--- config.mk ---
export PLATFORM = sky130hd
export DESIGN_NAME = fp16_mul_pipe
export DESIGN_NICKNAME = d
export VERILOG_FILES = /design/src/rtl/fp16_pkg.sv /design/src/rtl/fp16_round_rne.sv /design/src/rtl/fp16_mul_pipe.sv
export SDC_FILE = /design/constraint.sdc
export NUM_CORES = 1
export LEC_CHECK = 0
export ABC_AREA = 1
export CAP_MARGIN = 40
export CORE_UTILIZATION = 25
export DETAILED_ROUTE_END_ITERATION = 16
export PLACE_DENSITY_LB_ADDON = 0.08
export SETUP_SLACK_MARGIN = 0.15
export SYNTH_ARGS = -nofsm -noshare
export SYNTH_HDL_FRONTEND = slang
export SYNTH_SLANG_ARGS = --single-unit
--- constraint.sdc ---
create_clock -name clk -period 8.2 [get_ports clk]
set_input_delay 1.64 -clock clk [delete_from_list [all_inputs] [get_ports clk]]
set_output_delay 1.64 -clock clk [all_outputs]
set_load 0.02 [all_outputs]
--- src/rtl/fp16_pkg.sv ---
// Shared binary16 field widths, constants, operand class and field layout
// for the fp16 multiplier.
package fp16_pkg;

    localparam int EXP_W   = 5;
    localparam int MAN_W   = 10;
    localparam int BIAS    = 15;
    localparam int EXP_MAX = 31;

    localparam logic [15:0] PINF    = 16'h7C00;
    localparam logic [15:0] MAX_FIN = 16'h7BFF;

    typedef enum logic [1:0] {FP_ZERO, FP_NORM, FP_INF, FP_NAN} fp_class_e;

    typedef struct packed {
        logic             sign;
        logic [EXP_W-1:0] exp;
        logic [MAN_W-1:0] man;
    } fp16_t;

    // Subnormals classify as zero, so the multiplier treats them as zero inputs.
    function automatic fp_class_e fp16_classify(input fp16_t x);
        fp_class_e c;
        if (x.exp == '0)
            c = FP_ZERO;
        else if (x.exp == '1)
            c = (x.man == '0) ? FP_INF : FP_NAN;
        else
            c = FP_NORM;
        return c;
    endfunction

endpackage

--- src/rtl/fp16_round_rne.sv ---
// Normalises the 22-bit significand product to 10 fraction bits with
// round-to-nearest-even, adjusting the signed exponent for both carries.
module fp16_round_rne
    import fp16_pkg::*;
(
    input  logic [21:0]        mant_i,
    input  logic signed [6:0]  exp_i,
    output logic [MAN_W-1:0]   frac_o,
    output logic signed [6:0]  exp_o
);

    logic [MAN_W-1:0]  frac;
    logic              guard;
    logic              sticky;
    logic              rnd_up;
    logic signed [6:0] exp_n;
    logic [MAN_W:0]    frac_inc;

    always_comb begin
        if (mant_i[21]) begin
            frac   = mant_i[20:11];
            guard  = mant_i[10];
            sticky = |mant_i[9:0];
            exp_n  = exp_i + 7'sd1;
        end else begin
            frac   = mant_i[19:10];
            guard  = mant_i[9];
            sticky = |mant_i[8:0];
            exp_n  = exp_i;
        end
        rnd_up   = guard & (sticky | frac[0]);
        frac_inc = {1'b0, frac} + {{MAN_W{1'b0}}, rnd_up};
        // A carry out of the fraction leaves it all-zero and bumps the exponent.
        frac_o   = frac_inc[MAN_W-1:0];
        exp_o    = frac_inc[MAN_W] ? exp_n + 7'sd1 : exp_n;
    end

endmodule

--- src/rtl/fp16_mul_pipe.sv ---
// Pipelined binary16 multiplier: input register, unpack, normalise/round,
// pack with special-case override. FTZ/DAZ, RNE, one pair per clock.
module fp16_mul_pipe
    import fp16_pkg::*;
#(
    parameter logic [15:0] QNAN       = 16'h7E00,
    parameter bit          SAT_ON_OVF = 1'b0
) (
    input  logic        clk,
    input  logic        rst,
    input  logic [15:0] op_a,
    input  logic [15:0] op_b,
    input  logic        in_valid,
    output logic [15:0] result,
    output logic        out_valid,
    output logic        ovf,
    output logic        unf,
    output logic        invalid
);

    localparam int STAGES = 3;

    logic [STAGES:0] vld_pipe_q;

    fp16_t a_q, b_q;

    fp_class_e         ca_s1_q, cb_s1_q, ca_s1_d, cb_s1_d;
    logic              sign_s1_q, sign_s1_d;
    logic signed [6:0] exp_s1_q, exp_s1_d;
    logic [21:0]       mant_s1_q, mant_s1_d;

    fp_class_e         ca_s2_q, cb_s2_q;
    logic              sign_s2_q;
    logic signed [6:0] exp_s2_q, exp_rnd;
    logic [MAN_W-1:0]  frac_s2_q, frac_rnd;

    logic [15:0] result_q, result_d;
    logic        ovf_q, ovf_d, unf_q, unf_d, inv_q, inv_d;

    always_comb begin
        ca_s1_d   = fp16_classify(a_q);
        cb_s1_d   = fp16_classify(b_q);
        sign_s1_d = a_q.sign ^ b_q.sign;
        exp_s1_d  = $signed({2'b00, a_q.exp}) + $signed({2'b00, b_q.exp}) - 7'(BIAS);
        mant_s1_d = {11'd0, 1'b1, a_q.man} * {11'd0, 1'b1, b_q.man};
    end

    fp16_round_rne u_round (
        .mant_i (mant_s1_q),
        .exp_i  (exp_s1_q),
        .frac_o (frac_rnd),
        .exp_o  (exp_rnd)
    );

    // Special operands win over the arithmetic path; range checks use the rounded exponent.
    always_comb begin
        result_d = {sign_s2_q, exp_s2_q[EXP_W-1:0], frac_s2_q};
        ovf_d    = 1'b0;
        unf_d    = 1'b0;
        inv_d    = 1'b0;
        if (ca_s2_q == FP_NAN || cb_s2_q == FP_NAN ||
            (ca_s2_q == FP_INF && cb_s2_q == FP_ZERO) ||
            (ca_s2_q == FP_ZERO && cb_s2_q == FP_INF)) begin
            result_d = QNAN;
            inv_d    = 1'b1;
        end else if (ca_s2_q == FP_INF || cb_s2_q == FP_INF) begin
            result_d = {sign_s2_q, PINF[14:0]};
        end else if (ca_s2_q == FP_ZERO || cb_s2_q == FP_ZERO) begin
            result_d = {sign_s2_q, 15'h0};
        end else if (exp_s2_q >= 7'(EXP_MAX)) begin
            ovf_d    = 1'b1;
            result_d = SAT_ON_OVF ? {sign_s2_q, MAX_FIN[14:0]} : {sign_s2_q, PINF[14:0]};
        end else if (exp_s2_q <= 7'sd0) begin
            unf_d    = 1'b1;
            result_d = {sign_s2_q, 15'h0};
        end
    end

    always_ff @(posedge clk) begin
        if (rst) begin
            vld_pipe_q <= '0;
            a_q        <= '0;
            b_q        <= '0;
            ca_s1_q    <= FP_ZERO;
            cb_s1_q    <= FP_ZERO;
            sign_s1_q  <= 1'b0;
            exp_s1_q   <= '0;
            mant_s1_q  <= '0;
            ca_s2_q    <= FP_ZERO;
            cb_s2_q    <= FP_ZERO;
            sign_s2_q  <= 1'b0;
            exp_s2_q   <= '0;
            frac_s2_q  <= '0;
            result_q   <= '0;
            ovf_q      <= 1'b0;
            unf_q      <= 1'b0;
            inv_q      <= 1'b0;
        end else begin
            vld_pipe_q <= {vld_pipe_q[STAGES-1:0], in_valid};
            if (in_valid) begin
                a_q <= op_a;
                b_q <= op_b;
            end
            if (vld_pipe_q[0]) begin
                ca_s1_q   <= ca_s1_d;
                cb_s1_q   <= cb_s1_d;
                sign_s1_q <= sign_s1_d;
                exp_s1_q  <= exp_s1_d;
                mant_s1_q <= mant_s1_d;
            end
            if (vld_pipe_q[1]) begin
                ca_s2_q   <= ca_s1_q;
                cb_s2_q   <= cb_s1_q;
                sign_s2_q <= sign_s1_q;
                exp_s2_q  <= exp_rnd;
                frac_s2_q <= frac_rnd;
            end
            // Outputs only move on a valid result, so they hold across bubbles.
            if (vld_pipe_q[2]) begin
                result_q <= result_d;
                ovf_q    <= ovf_d;
                unf_q    <= unf_d;
                inv_q    <= inv_d;
            end
        end
    end

    assign out_valid = vld_pipe_q[STAGES];
    assign result    = result_q;
    assign ovf       = ovf_q;
    assign unf       = unf_q;
    assign invalid   = inv_q;

endmodule
==> flow_summary.html <==
<table>
<tr><th>Metric</th><th>Value</th></tr>
<tr><th colspan="2">CTS</th></tr>
<tr><td>H-tree lvl count</td><td>3</td></tr>
<tr><td>Maximum root-to-sink buffer count</td><td>2</td></tr>
<tr><td>Number of buffers inserted by post-CTS setup repair</td><td>0</td></tr>
<tr><td>Clock network latency to the later pin of the worst-skew pair</td><td>0.37 ns</td></tr>
<tr><td>CTS tree</td><td>done</td></tr>
<tr><td>CTS resizes</td><td>0</td></tr>
<tr><td>Number of hold buffers added after CTS</td><td>0</td></tr>
<tr><td>Clk root buf</td><td>sky130_fd_sc_hd__clkbuf_16</td></tr>
<tr><td>Clock transition at the registers of the reported paths</td><td>0.08 ns</td></tr>
<tr><td>Number of CTS-inserted buffers</td><td>9</td></tr>
<tr><td>CTS Sinks</td><td>between 100 and 150</td></tr>
<tr><th colspan="2">Worst hold path</th></tr>
<tr><td>Launch instance of the worst min-delay path</td><td>result[5]</td></tr>
<tr><td>Worst Hold Path EP</td><td>result[5]</td></tr>
<tr><td>Hold-critical path depth</td><td>2</td></tr>
<tr><td>Path class of the lowest-slack min-delay path</td><td>register to register</td></tr>
<tr><th colspan="2">Layout</th></tr>
<tr><td>Sequential Area</td><td>approximately 2200 µm²</td></tr>
<tr><td>Share of layout cells above drive strength 1</td><td>under 10%</td></tr>
<tr><td>Multi-input gate area</td><td>approximately 5700 µm²</td></tr>
<tr><td>Final standard cell area without fillers</td><td>~10000 µm²</td></tr>
<tr><td>Antenna cell count</td><td>0</td></tr>
<tr><td>Commonest non-fill, non-tap cell in the layout</td><td>sky130_fd_sc_hd__inv_1</td></tr>
<tr><td>Total of fill cells in the finished design</td><td>roughly 4k</td></tr>
<tr><td>Area added between synthesis and finish</td><td>13.00%</td></tr>
<tr><td>Final Util</td><td>roughly 29%</td></tr>
<tr><td>Final layout net count</td><td>1456</td></tr>
<tr><td>Leading cell types in the layout, fill and taps excluded</td><td>261 x sky130_fd_sc_hd__inv_1, 224 x sky130_fd_sc_hd__nand2_1, 125 x sky130_fd_sc_hd__nor2_1, 111 x sky130_fd_sc_hd__dfxtp_1, 94 x sky130_fd_sc_hd__a21oi_1</td></tr>
<tr><th colspan="2">Detailed routing</th></tr>
<tr><td>WL/cell</td><td>13.98 µm</td></tr>
<tr><td>Final wirelength</td><td>about 24000 µm</td></tr>
<tr><td>Initial DRT Pass Iterations</td><td>13</td></tr>
<tr><td>Initial detailed-routing violation count</td><td>between 300 and 400</td></tr>
<tr><td>Number of vias in the routed layout</td><td>~7.4k</td></tr>
<tr><td># DRC</td><td>6</td></tr>
<tr><td>Detail Route Antenna Nets</td><td>0</td></tr>
<tr><td>Via density per instance</td><td>roughly 4.3</td></tr>
<tr><th colspan="2">Synth</th></tr>
<tr><td>Sequential element share of the synthesized area</td><td>approximately 24%</td></tr>
<tr><td>Top flip-flop cell by instance count after synthesis</td><td>sky130_fd_sc_hd__dfxtp_1</td></tr>
<tr><td>Number of enable-type register cells in the synthesized netlist</td><td>0</td></tr>
<tr><td>Count of different cell masters after synthesis</td><td>42</td></tr>
<tr><td>Number of register bits inferred by synthesis</td><td>111</td></tr>
<tr><td>Cell count after synthesis</td><td>around 1.3k</td></tr>
<tr><td>Cell Area, Synth</td><td>between 9000 and 10000 µm²</td></tr>
<tr><td>Async set-reset flop share out of synthesis</td><td>0%</td></tr>
<tr><td>Average instance area after synthesis</td><td>around 7.3 µm²</td></tr>
<tr><td>Syn. warnings</td><td>0</td></tr>
<tr><td>Post-synthesis net count</td><td>between 1k and 1.5k</td></tr>
<tr><th colspan="2">GRT</th></tr>
<tr><td>Antenna violations before repair</td><td>0</td></tr>
<tr><td>Total global routing track utilization</td><td>between 10% and 20%</td></tr>
<tr><td>Via count of the first global-routing pass</td><td>roughly 7.6k</td></tr>
<tr><td>First-pass GRT wire length</td><td>around 40000 µm</td></tr>
<tr><td>Largest net degree at the start of global routing</td><td>around 60</td></tr>
<tr><td>Overflow left after global routing</td><td>0</td></tr>
<tr><th colspan="2">STA</th></tr>
<tr><td>Slew margin rel.</td><td>a little over two fifths</td></tr>
<tr><td>Maximum clock skew at final layout</td><td>between 0.008 and 0.009 ns</td></tr>
<tr><td>Transition at the pin with the smallest max-transition slack</td><td>0.8725 ns</td></tr>
<tr><td>Final hold vios</td><td>0</td></tr>
<tr><td>Total negative slack for setup checks</td><td>0 ns</td></tr>
<tr><td>Final count of pins violating max slew</td><td>0</td></tr>
<tr><td>Endpoints failing setup</td><td>0</td></tr>
<tr><td>Final worst hold slack</td><td>between 0.4 and 0.5 ns</td></tr>
<tr><td>Setup repair after global routing missed its margin</td><td>no</td></tr>
<tr><td>Maximum clock frequency</td><td>between 150 and 200 MHz</td></tr>
<tr><td>Time the worst path needs with I/O delays and setup</td><td>just over 5 ns</td></tr>
<tr><td>Final worst-path cycle share</td><td>63.05%</td></tr>
<tr><th colspan="2">Place</th></tr>
<tr><td>Port bufs</td><td>54</td></tr>
<tr><td>Hpwl dp</td><td>~19000 µm</td></tr>
<tr><td>DP Area</td><td>between 10000 and 15000 µm²</td></tr>
<tr><td>GP Congestion</td><td>slightly below 0.8</td></tr>
<tr><th colspan="2">Run status</th></tr>
<tr><td>Violated checks</td><td>design-rule violations</td></tr>
<tr><td>Run status</td><td>complete, but fails checks</td></tr>
<tr><th colspan="2">Setup path</th></tr>
<tr><td>Worst R2R Start</td><td>a_q[7]</td></tr>
<tr><td>Cell type with the highest occurrence count on the critical path</td><td>sky130_fd_sc_hd__fa_1</td></tr>
<tr><td>End of the worst register-to-register path</td><td>mant_s1_q[20]</td></tr>
<tr><td>Critical path origin</td><td>a_q[7]</td></tr>
<tr><td>Type of the worst setup path</td><td>register to register</td></tr>
<tr><td>Standard cell with the maximum stage delay on the critical path</td><td>sky130_fd_sc_hd__dfxtp_1</td></tr>
<tr><td>CP Launch Type</td><td>register</td></tr>
<tr><td>Worst Reg-to-Reg Cells</td><td>19</td></tr>
<tr><td>Maximum fanout along the worst path</td><td>13</td></tr>
<tr><td>Critical path endpoint category</td><td>register</td></tr>
<tr><td>Largest stage delay on the critical path</td><td>0.75 ns</td></tr>
<tr><td>CP Data Required Time</td><td>between 8 and 9 ns</td></tr>
<tr><td>Critical Path AT</td><td>5.44 ns</td></tr>
<tr><td>Cell-by-cell trace of the critical path</td><td>nand2_1 &gt; fa_1 &gt; inv_1 &gt; fa_1 &gt; fa_1 &gt; fa_1 &gt; inv_1 &gt; fa_1 &gt; inv_1 &gt; ha_1 &gt; nand2_1 &gt; nor2_1 &gt; nand3_1 &gt; nand3b_1 &gt; nand2_1 &gt; nand3_1 &gt; nand2_1 &gt; nor2_1 &gt; nor2_1</td></tr>
<tr><td>Reg-to-reg slack, setup</td><td>~3.0 ns</td></tr>
<tr><th colspan="2">Floorplanning</th></tr>
<tr><td>Num ports</td><td>55</td></tr>
<tr><td>Count of standard-cell rows</td><td>approximately 70</td></tr>
<tr><td>Std-Cell Core Area</td><td>between 30000 and 40000 µm²</td></tr>
<tr><td>Horizontal die dimension</td><td>approximately 190 µm</td></tr>
<tr><td>Initial Utilization</td><td>25.57%</td></tr>
<tr><td>Vertical die dimension</td><td>approximately 190 µm</td></tr>
<tr><td>Floorplan die area</td><td>37420 µm²</td></tr>
<tr><th colspan="2">Run</th></tr>
<tr><td>Max_cap viols</td><td>0</td></tr>
<tr><th colspan="2">Power</th></tr>
<tr><td>Ratio of total power to cell area</td><td>between 150 and 200 nW/µm²</td></tr>
<tr><td>Leakage dissipation</td><td>around 5.2 nW</td></tr>
<tr><td>Peak VDD IR</td><td>around 0.11 mV</td></tr>
</table>
## worst max path at each step
stage / end / slack, ns / cells past startpoint
finish: mant_s1_q[20] / 3.03 / 19
global route: mant_s1_q[20] / 2.69 / 19
CTS: mant_s1_q[20] / 2.94 / 19
detailed placement: mant_s1_q[20] / 2.94 / 19
global placement: mant_s1_q[20] / 2.92 / 19
floorplan: mant_s1_q[14] / 3.54 / 22
## cells by family (layout without fill, tap and decap cells)
| kind of cell | count (synthesis) | in the layout | share of synthesized area (%) |
|---|---|---|---|
| AOI/OAI and AO/OA | 206 | 206 | 11.72 |
| buffers and inverters | 321 | 338 | 13.45 |
| adders and majority gates | 152 | 152 | 27.40 |
| DFF | 111 | 111 | 24.26 |
| xor gates and xnor gates | 29 | 29 | 2.936 |
| and+or+nand+nor | 438 | 438 | 20.24 |
## synth_stat cells, types with 7 or more instances
| cell | number | area (µm²) |
|---|---|---|
| sky130_fd_sc_hd__nor3_1 | 7 | 35.03 |
| sky130_fd_sc_hd__nand3_1 | 40 | 200.2 |
| sky130_fd_sc_hd__ha_1 | 71 | 888.4 |
| sky130_fd_sc_hd__inv_1 | 261 | 979.7 |
| sky130_fd_sc_hd__xnor2_1 | 7 | 61.31 |
| sky130_fd_sc_hd__o21ai_0 | 84 | 420.4 |
| sky130_fd_sc_hd__dfxtp_1 | 111 | 2222 |
| sky130_fd_sc_hd__nor2_1 | 125 | 469.2 |
| sky130_fd_sc_hd__a21oi_1 | 94 | 470.5 |
| sky130_fd_sc_hd__o21ai_1 | 12 | 60.06 |
| sky130_fd_sc_hd__xor2_1 | 20 | 175.2 |
| sky130_fd_sc_hd__fa_1 | 81 | 1622 |
| sky130_fd_sc_hd__clkbuf_1 | 49 | 183.9 |
| sky130_fd_sc_hd__nand2_1 | 224 | 840.8 |
| sky130_fd_sc_hd__nand4_1 | 20 | 125.1 |
## power breakdown
group          internal, mW  switching [mW]  leakage [nW]
Combinational         0.195           0.321          4.17
Sequential            0.570          0.0483         0.912
Clock                 0.220           0.231         0.139
## registers in the layout (all words and copies together), names as in the netlist, 2 cells and up
signal      count
a_q            16
b_q            16
ca_s1_q         2
ca_s2_q         2
cb_s1_q         2
cb_s2_q         2
exp_s1_q        7
exp_s2_q        7
frac_s2_q      10
mant_s1_q      22
result         16
vld_pipe_q      4
## stage by stage
| step | cells | setup slack (ns) | total power, mW |
|---|---|---|---|
| after detailed placement | 1719 | 2.939 | 1.158 |
| after floorplan | 1257 | 3.544 | 0.9999 |
| after global routing | 1735 | 2.687 | 1.720 |
| final | 1735 | 3.030 | 1.585 |
| after CTS | 1735 | 2.944 | 1.632 |
| after global placement | 1719 | 2.916 | 1.165 |
## worst max-delay path: cells and delay by family, from the launching register on
family        cells  cell delay [ns]
flops             1             0.75
fa+ha+maj         6             2.96
simple gates     10             1.22
buf+inv           3             0.14
## layout make-up
| class | instances | area share [%] |
|---|---|---|
| inverters | 264 | 9.572 |
| multi-input cells | 825 | 55.12 |
| clock buffers | 10 | 2.308 |
| flip-flops and latches | 111 | 21.46 |
| clock inverters | 6 | 0.4955 |
| well taps | 461 | 5.572 |
| repair buffers | 58 | 5.463 |
## routing by layer
| layer | global-route usage, % | share of wire [%] |
|---|---|---|
| met4 | 3.022 | 1.3 |
| met3 | 1.970 | 2.1 |
| met5 | 0 | 0 |
| met2 | 21.93 | 45 |
| met1 | 18.57 | 52 |
Power figures use the tool's default switching activity.
